### config.mk
export PLATFORM = sky130hd
export DESIGN_NAME = etapa_decodificacion
export DESIGN_NICKNAME = d
export VERILOG_FILES = /design/src/rtl/paquete_decod.sv /design/src/rtl/marcador_riesgos.sv /design/src/rtl/etapa_decodificacion.sv
export SDC_FILE = /design/constraint.sdc
export NUM_CORES = 1
export LEC_CHECK = 0
export ABC_AREA = 1
export CORE_MARGIN = 4
export CORE_UTILIZATION = 37
export CTS_CLUSTER_DIAMETER = 40
export DETAILED_ROUTE_END_ITERATION = 7
export MAX_ROUTING_LAYER = met4
export PLACE_DENSITY = 0.76
export SLEW_MARGIN = 40
export SYNTH_ARGS = -nofsm -noshare
export SYNTH_HDL_FRONTEND = slang
export SYNTH_SLANG_ARGS = --single-unit
export TNS_END_PERCENT = 5
### constraint.sdc
create_clock -name clk -period 3 [get_ports clk]
set_input_delay 0.75 -clock clk [delete_from_list [all_inputs] [get_ports clk]]
set_output_delay 0.75 -clock clk [all_outputs]
set_load 0.01 [all_outputs]
### src/rtl/paquete_decod.sv
`default_nettype none
// ============================================================================
//  Package    : paquete_decod
//  Description: MIPS opcode constants, field positions and decode helpers
//  Revision   : 1.0 - initial release
// ============================================================================
package paquete_decod;

    localparam logic [5:0] OP_R    = 6'h00;
    localparam logic [5:0] OP_J    = 6'h02;
    localparam logic [5:0] OP_BEQ  = 6'h04;
    localparam logic [5:0] OP_ADDI = 6'h08;
    localparam logic [5:0] OP_SLTI = 6'h0A;
    localparam logic [5:0] OP_ANDI = 6'h0C;
    localparam logic [5:0] OP_ORI  = 6'h0D;
    localparam logic [5:0] OP_LW   = 6'h23;
    localparam logic [5:0] OP_SW   = 6'h2B;

    localparam int C_OP_LSB    = 26;
    localparam int C_RS_LSB    = 21;
    localparam int C_RT_LSB    = 16;
    localparam int C_RD_LSB    = 11;
    localparam int C_FUNCT_LSB = 0;
    localparam int C_ANCHO_OP  = 6;
    localparam int C_ANCHO_IMM = 16;

    localparam logic W_R_ESCRIBIR = 1'b0;
    localparam logic W_R_LEER     = 1'b1;

    typedef enum logic [1:0] {
        DEST_NINGUNO = 2'd0,
        DEST_RD      = 2'd1,
        DEST_RT      = 2'd2
    } sel_dest_e;

    function automatic sel_dest_e destino_de(input logic [5:0] op);
        case (op)
            OP_R:                                   return DEST_RD;
            OP_ADDI, OP_SLTI, OP_ANDI, OP_ORI, OP_LW: return DEST_RT;
            default:                                return DEST_NINGUNO;
        endcase
    endfunction

    function automatic logic es_legal(input logic [5:0] op);
        case (op)
            OP_R, OP_ADDI, OP_SLTI, OP_ANDI, OP_ORI,
            OP_LW, OP_SW, OP_BEQ, OP_J: return 1'b1;
            default:                    return 1'b0;
        endcase
    endfunction

    // Logical immediates are zero-extended, everything else sign-extended.
    function automatic logic extiende_cero(input logic [5:0] op);
        return (op == OP_ANDI) || (op == OP_ORI);
    endfunction

endpackage
`default_nettype wire

### src/rtl/marcador_riesgos.sv
`default_nettype none
// ============================================================================
//  Module     : marcador_riesgos
//  Description: Pending-destination scoreboard; flags RAW/WAW hazards
//  Revision   : 1.0 - initial release
// ============================================================================
module marcador_riesgos #(
    parameter int ANCHO_DIR = 5,
    parameter int NUM_REG   = 32
) (
    input  logic                 clk,
    input  logic                 rst,
    input  logic                 set_en,
    input  logic [ANCHO_DIR-1:0] set_dir,
    input  logic                 clr_en,
    input  logic [ANCHO_DIR-1:0] clr_dir,
    input  logic                 flush_en,
    input  logic [ANCHO_DIR-1:0] flush_dir,
    input  logic [ANCHO_DIR-1:0] rs,
    input  logic [ANCHO_DIR-1:0] rt,
    input  logic [ANCHO_DIR-1:0] rd,
    output logic                 riesgo
);

    localparam logic [NUM_REG-1:0] c_mascara_r0 = {{(NUM_REG-1){1'b1}}, 1'b0};

    logic [NUM_REG-1:0] r_pend;
    logic [NUM_REG-1:0] w_set;
    logic [NUM_REG-1:0] w_clr;

    always_comb begin
        w_set = '0;
        w_clr = '0;
        if (set_en)   w_set[set_dir]   = 1'b1;
        if (clr_en)   w_clr[clr_dir]   = 1'b1;
        if (flush_en) w_clr[flush_dir] = 1'b1;
    end

    // Set dominates clear; r0 is never tracked.
    always_ff @(posedge clk or posedge rst) begin
        if (rst) begin
            r_pend <= '0;
        end else begin
            r_pend <= ((r_pend & ~w_clr) | w_set) & c_mascara_r0;
        end
    end

    assign riesgo = r_pend[rs] | r_pend[rt] | r_pend[rd];

endmodule
`default_nettype wire

### src/rtl/etapa_decodificacion.sv
`default_nettype none
// ============================================================================
//  Module     : etapa_decodificacion
//  Description: MIPS decode stage with hazard stall and bank write port.
//               Define DECOD_MARCADOR_EN to enable the RAW/WAW scoreboard.
//  Revision   : 1.0 - initial release
// ============================================================================
module etapa_decodificacion
    import paquete_decod::*;
#(
    parameter int ANCHO_DATO = 32,
    parameter int ANCHO_DIR  = 5,
    parameter int NUM_REG    = 32
) (
    input  logic                  clk,
    input  logic                  rst,
    input  logic [ANCHO_DATO-1:0] instr,
    input  logic                  in_valid,
    output logic                  in_ready,
    output logic                  out_valid,
    input  logic                  out_ready,
    input  logic                  flush,
    output logic [ANCHO_DIR-1:0]  dato_1,
    output logic [ANCHO_DIR-1:0]  dato_2,
    output logic [ANCHO_DIR-1:0]  dest,
    output logic [ANCHO_DATO-1:0] inmediato,
    output logic [5:0]            opcode,
    output logic [5:0]            funct,
    output logic                  ilegal,
    input  logic                  wb_valid,
    input  logic [ANCHO_DIR-1:0]  wb_dir,
    input  logic [ANCHO_DATO-1:0] wb_dato,
    output logic                  w_r,
    output logic [ANCHO_DIR-1:0]  direccion,
    output logic [ANCHO_DATO-1:0] dato
);

    logic [5:0]             w_op;
    logic [5:0]             w_funct;
    logic [ANCHO_DIR-1:0]   w_rs;
    logic [ANCHO_DIR-1:0]   w_rt;
    logic [ANCHO_DIR-1:0]   w_rd;
    logic [C_ANCHO_IMM-1:0] w_imm;
    logic [ANCHO_DIR-1:0]   w_dest;
    logic [ANCHO_DATO-1:0]  w_inm;
    logic                   w_ilegal;
    logic                   w_riesgo;
    logic                   w_acepta;
    logic                   w_wb_escribe;

    logic                   r_out_valid;
    logic [ANCHO_DIR-1:0]   r_dato_1;
    logic [ANCHO_DIR-1:0]   r_dato_2;
    logic [ANCHO_DIR-1:0]   r_dest;
    logic [ANCHO_DATO-1:0]  r_inm;
    logic [5:0]             r_opcode;
    logic [5:0]             r_funct;
    logic                   r_ilegal;
    logic                   r_w_r;
    logic [ANCHO_DIR-1:0]   r_direccion;
    logic [ANCHO_DATO-1:0]  r_dato;

    assign w_op    = instr[C_OP_LSB    +: C_ANCHO_OP];
    assign w_funct = instr[C_FUNCT_LSB +: 6];
    assign w_rs    = instr[C_RS_LSB    +: ANCHO_DIR];
    assign w_rt    = instr[C_RT_LSB    +: ANCHO_DIR];
    assign w_rd    = instr[C_RD_LSB    +: ANCHO_DIR];
    assign w_imm   = instr[0           +: C_ANCHO_IMM];

    always_comb begin
        w_dest   = '0;
        w_ilegal = !es_legal(w_op);
        w_inm    = {{(ANCHO_DATO-C_ANCHO_IMM){w_imm[C_ANCHO_IMM-1]}}, w_imm};
        case (destino_de(w_op))
            DEST_RD: w_dest = w_rd;
            DEST_RT: w_dest = w_rt;
            default: w_dest = '0;
        endcase
        if (w_op == OP_R) begin
            w_inm = '0;
        end else if (extiende_cero(w_op)) begin
            w_inm = {{(ANCHO_DATO-C_ANCHO_IMM){1'b0}}, w_imm};
        end
    end

`ifdef DECOD_MARCADOR_EN
    // A flushed bundle never reaches write-back, so its pending bit is released here.
    marcador_riesgos #(
        .ANCHO_DIR (ANCHO_DIR),
        .NUM_REG   (NUM_REG)
    ) u_marcador (
        .clk       (clk),
        .rst       (rst),
        .set_en    (w_acepta && (w_dest != '0)),
        .set_dir   (w_dest),
        .clr_en    (wb_valid),
        .clr_dir   (wb_dir),
        .flush_en  (flush && r_out_valid && (r_dest != '0)),
        .flush_dir (r_dest),
        .rs        (w_rs),
        .rt        (w_rt),
        .rd        (w_dest),
        .riesgo    (w_riesgo)
    );
`else
    assign w_riesgo = 1'b0;
`endif

    assign in_ready = (!r_out_valid || out_ready) && !w_riesgo && !flush;
    assign w_acepta = in_valid && in_ready;

    always_ff @(posedge clk or posedge rst) begin
        if (rst) begin
            r_out_valid <= 1'b0;
            r_dato_1    <= '0;
            r_dato_2    <= '0;
            r_dest      <= '0;
            r_inm       <= '0;
            r_opcode    <= '0;
            r_funct     <= '0;
            r_ilegal    <= 1'b0;
        end else if (flush) begin
            r_out_valid <= 1'b0;
        end else if (w_acepta) begin
            r_out_valid <= 1'b1;
            r_dato_1    <= w_rs;
            r_dato_2    <= w_rt;
            r_dest      <= w_dest;
            r_inm       <= w_inm;
            r_opcode    <= w_op;
            r_funct     <= w_funct;
            r_ilegal    <= w_ilegal;
        end else if (r_out_valid && out_ready) begin
            r_out_valid <= 1'b0;
        end
    end

    // r0 and addresses outside the tracked bank are dropped.
    assign w_wb_escribe = wb_valid && (wb_dir != '0)
                       && ({{(32-ANCHO_DIR){1'b0}}, wb_dir} < 32'(NUM_REG));

    always_ff @(posedge clk or posedge rst) begin
        if (rst) begin
            r_w_r       <= W_R_LEER;
            r_direccion <= '0;
            r_dato      <= '0;
        end else if (w_wb_escribe) begin
            r_w_r       <= W_R_ESCRIBIR;
            r_direccion <= wb_dir;
            r_dato      <= wb_dato;
        end else begin
            r_w_r       <= W_R_LEER;
        end
    end

    assign out_valid = r_out_valid;
    assign dato_1    = r_dato_1;
    assign dato_2    = r_dato_2;
    assign dest      = r_dest;
    assign inmediato = r_inm;
    assign opcode    = r_opcode;
    assign funct     = r_funct;
    assign ilegal    = r_ilegal;
    assign w_r       = r_w_r;
    assign direccion = r_direccion;
    assign dato      = r_dato;

endmodule
`default_nettype wire

==> results of run 1 <==
[through the flow]
step	worst slack, ns	power, mW
after floorplan	0.0865	1.66
after global placement	0.287	2.09
after detailed placement	0.257	2.11
after CTS	0.261	3.02
after global routing	0.187	3.14
final	0.271	2.98
[registers in the layout, summed over array words and instances (netlist names), 5 cells and up]
name,cells
dest,5
opcode,6
direccion,5
dato_1,5
funct,6
dato,32
inmediato,17
dato_2,5
[critical path, cell delays in order]
cell and delay (ns):
clkdlybuf4s50_1 0.45, inv_1 0.04, nand2_1 0.10, nand2_1 0.06
inv_1 0.05, clkdlybuf4s50_1 0.52
[cells in the mapped netlist]
cell      number
dfstp_2        1
buf_6          3
inv_1         14
ha_1           2
buf_1          2
dfrtp_1       83
clkbuf_1       9
nand4_1        3
nor3_2         1
buf_4         18
a21oi_1        6
nand3_1       56
inv_2          1
buf_2          4
nand3_2        2
nand2_2        1
nor2_1         7
o21ai_0        5
nand2_1      201
[logic make-up (layout without fill, tap and decap cells)]
group,Yosys count,count (layout),share of synthesized area [%]
AND/OR/NAND/NOR,271,271,31.1
flip-flops,84,84,58.7
buffers and inverters,51,211,7.99
AO/OA/AOI/OAI,11,11,1.54
adder cells (fa/ha/maj),2,2,0.698
[routing by layer]
layer,track usage [%],up-vias,share of wire (%)
met5,-,-,0
met1,23.5,1537,45
met4,4.66,0,1.3
met2,28.1,146,44
li1,-,1607,-
met3,7.16,10,9.7
[power by group]
group | switching, mW | internal, mW | total, mW
combinational | 0.318 | 0.423 | 0.741
clock | 0.405 | 0.497 | 0.902
sequential | 0.0766 | 1.26 | 1.34
total | 0.800 | 2.18 | 2.98
[worst paths after layout]
kind / startpoint / to / slack (ns) / cells after the start
min in group asynchronous: rst / dato[0]$_DFFE_PP0P_ / 0.70 / 2
max: out_ready / in_ready / 0.27 / 6
min reg2reg: direccion[1]$_DFFE_PP0P_ / direccion[1]$_DFFE_PP0P_ / 0.47 / 2
max reg2reg: out_valid$_DFFE_PP0P_ / inmediato[13]$_DFFE_PP0P_ / 1.62 / 5
max in group asynchronous: rst / dato[9]$_DFFE_PP0P_ / 1.63 / 3
min: direccion[1]$_DFFE_PP0P_ / direccion[1]$_DFFE_PP0P_ / 0.47 / 2
[cell type report]
class	count	area, um^2	area share [%]
multi-input combinational	284	1200	21.5
tap	129	161	2.90
timing repair buffer	180	1810	32.6
clock buffer	11	141	2.54
inverter	15	57.6	1.04
clock inverter	5	85.1	1.53
sequential	84	2100	37.9
==> results.yml, run 1 <==
global_routing:
  antenna_found_initial: 0
  grt_pass1_wl_mm: 16.4
  grt.overflow.total: 0
  gr-usage-all-layers_pct: 18.5
  first_global_vias: 3288
  grt_start_max_net_pins: 64
setup_path:
  crit_fanout: 3
  worstSetupPathType: "in -> out"
  cp-start-kind: "input pin"
  crit_required_ns: 2.25
  end_kind: "output pin"
  cp.arrival_ns: 1.98
logic_synthesis:
  yosys_warnings: 0
  syn_inst: 419
  synth_fp_nets: 496
  synth_top_area_cell: "dfrtp_1"
  synth.top_cells.by_area: "dfrtp_1 (58%), nand2_1 (21%), nand3_1 (7.8%)"
  syn-cell-area_um2: 3590
  ys_types: 19
  synth-seq-area-share_pct: 58.7
  synth_top_area_share_pct: 57.9
  syn_avg_cell_area_um2: 8.56
  ys_ff_latch: 84
power_and_ir_drop:
  cellLeakagePower_nw: 2.68
  powerDensity_nw_per_um2: 536
  peakVddDrop_uv: 256
finish:
  final_cell_mix: "nand2_1 (201), clkdlybuf4s50_1 (174), dfrtp_1 (83)"
  nFillCells: 819
  syn_to_final_growth_pct: 55.0
  final_cells: 708
  diodes: 0
  fin_area_um2: 5560
  fin_util_pct: 59.6
  fin_nets: 651
  final_layout_size_suffix_gt1_share_pct: 4.84
  final_common_cell: "nand2_1"
detailed_routing:
  drc: 0
  vias_per_cell: 4.66
  drt-total-wl_mm: 9.95
  vias: 3300
  wl_per_cell_um: 14.1
  firstDrtPassIters: 4
  ant_nets: 0
  drtIter0Drc: 120
flow_run:
  maxCapViolCount: 0
timing:
  tightest_slew_ns: 0.609
  fin_skew_ns: 0.0174
  holdWs_ns: 0.475
  hold_viol_final: 0
  slew_headroom_pct: 59.3
  max_freq_ghz: 0.366
  post-route-period-util_pct: 91.0
  setup_viol: 0
  drv_slew: 0
  rsz0062_at_grt: "false"
  fin_tns_setup_ns: 0
  fin_crit_ns: 2.73
clocking:
  cts_resized: 0
  cts.sinks: 84
  postCtsHoldBufs: 0
  cts_buffer_depth: 2
  cts_tree: "built"
  clock-root-buffer: "clkbuf_8"
  htreeDepth: 3
  path_clk_slew_ns: 0.08
  cts_buffers: 9
  post_cts_buffers: 0
  insertion_delay_ns: 0.35
die:
  ios: 175
  core_region_area_um2: 9330
  std_cell_rows: 35
  die_x_um: 106
  die_y_um: 106
  dieArea_um2: 11300
  start_util_pct: 38.4
place:
  dpl.hpwl_mm: 7.23
  place.gp.congestion: 0.802
  placed_area_um2: 5330
  portBuffers: 174
  post-place-cells: 692
outcome:
  status: "completed"
min_path:
  hold_path.class: "reg -> reg"
(Power assumes the default switching activity.)
==> inputs of run 2 (changes only) <==
SYNTH_HIERARCHICAL = 1   (was not set)
==> results of run 2 <==
No change in the layout: final DEF, timing and power equal those of run 1.
Among the figures that moved: Yosys warning count 0 -> 6
==> inputs of run 3 (changes only) <==
CAP_MARGIN = 10   (was not set)
==> results of run 3 <==
No change in the layout: final DEF, timing and power equal those of run 1.
Among the figures that moved: Yosys warning count 0 -> 6
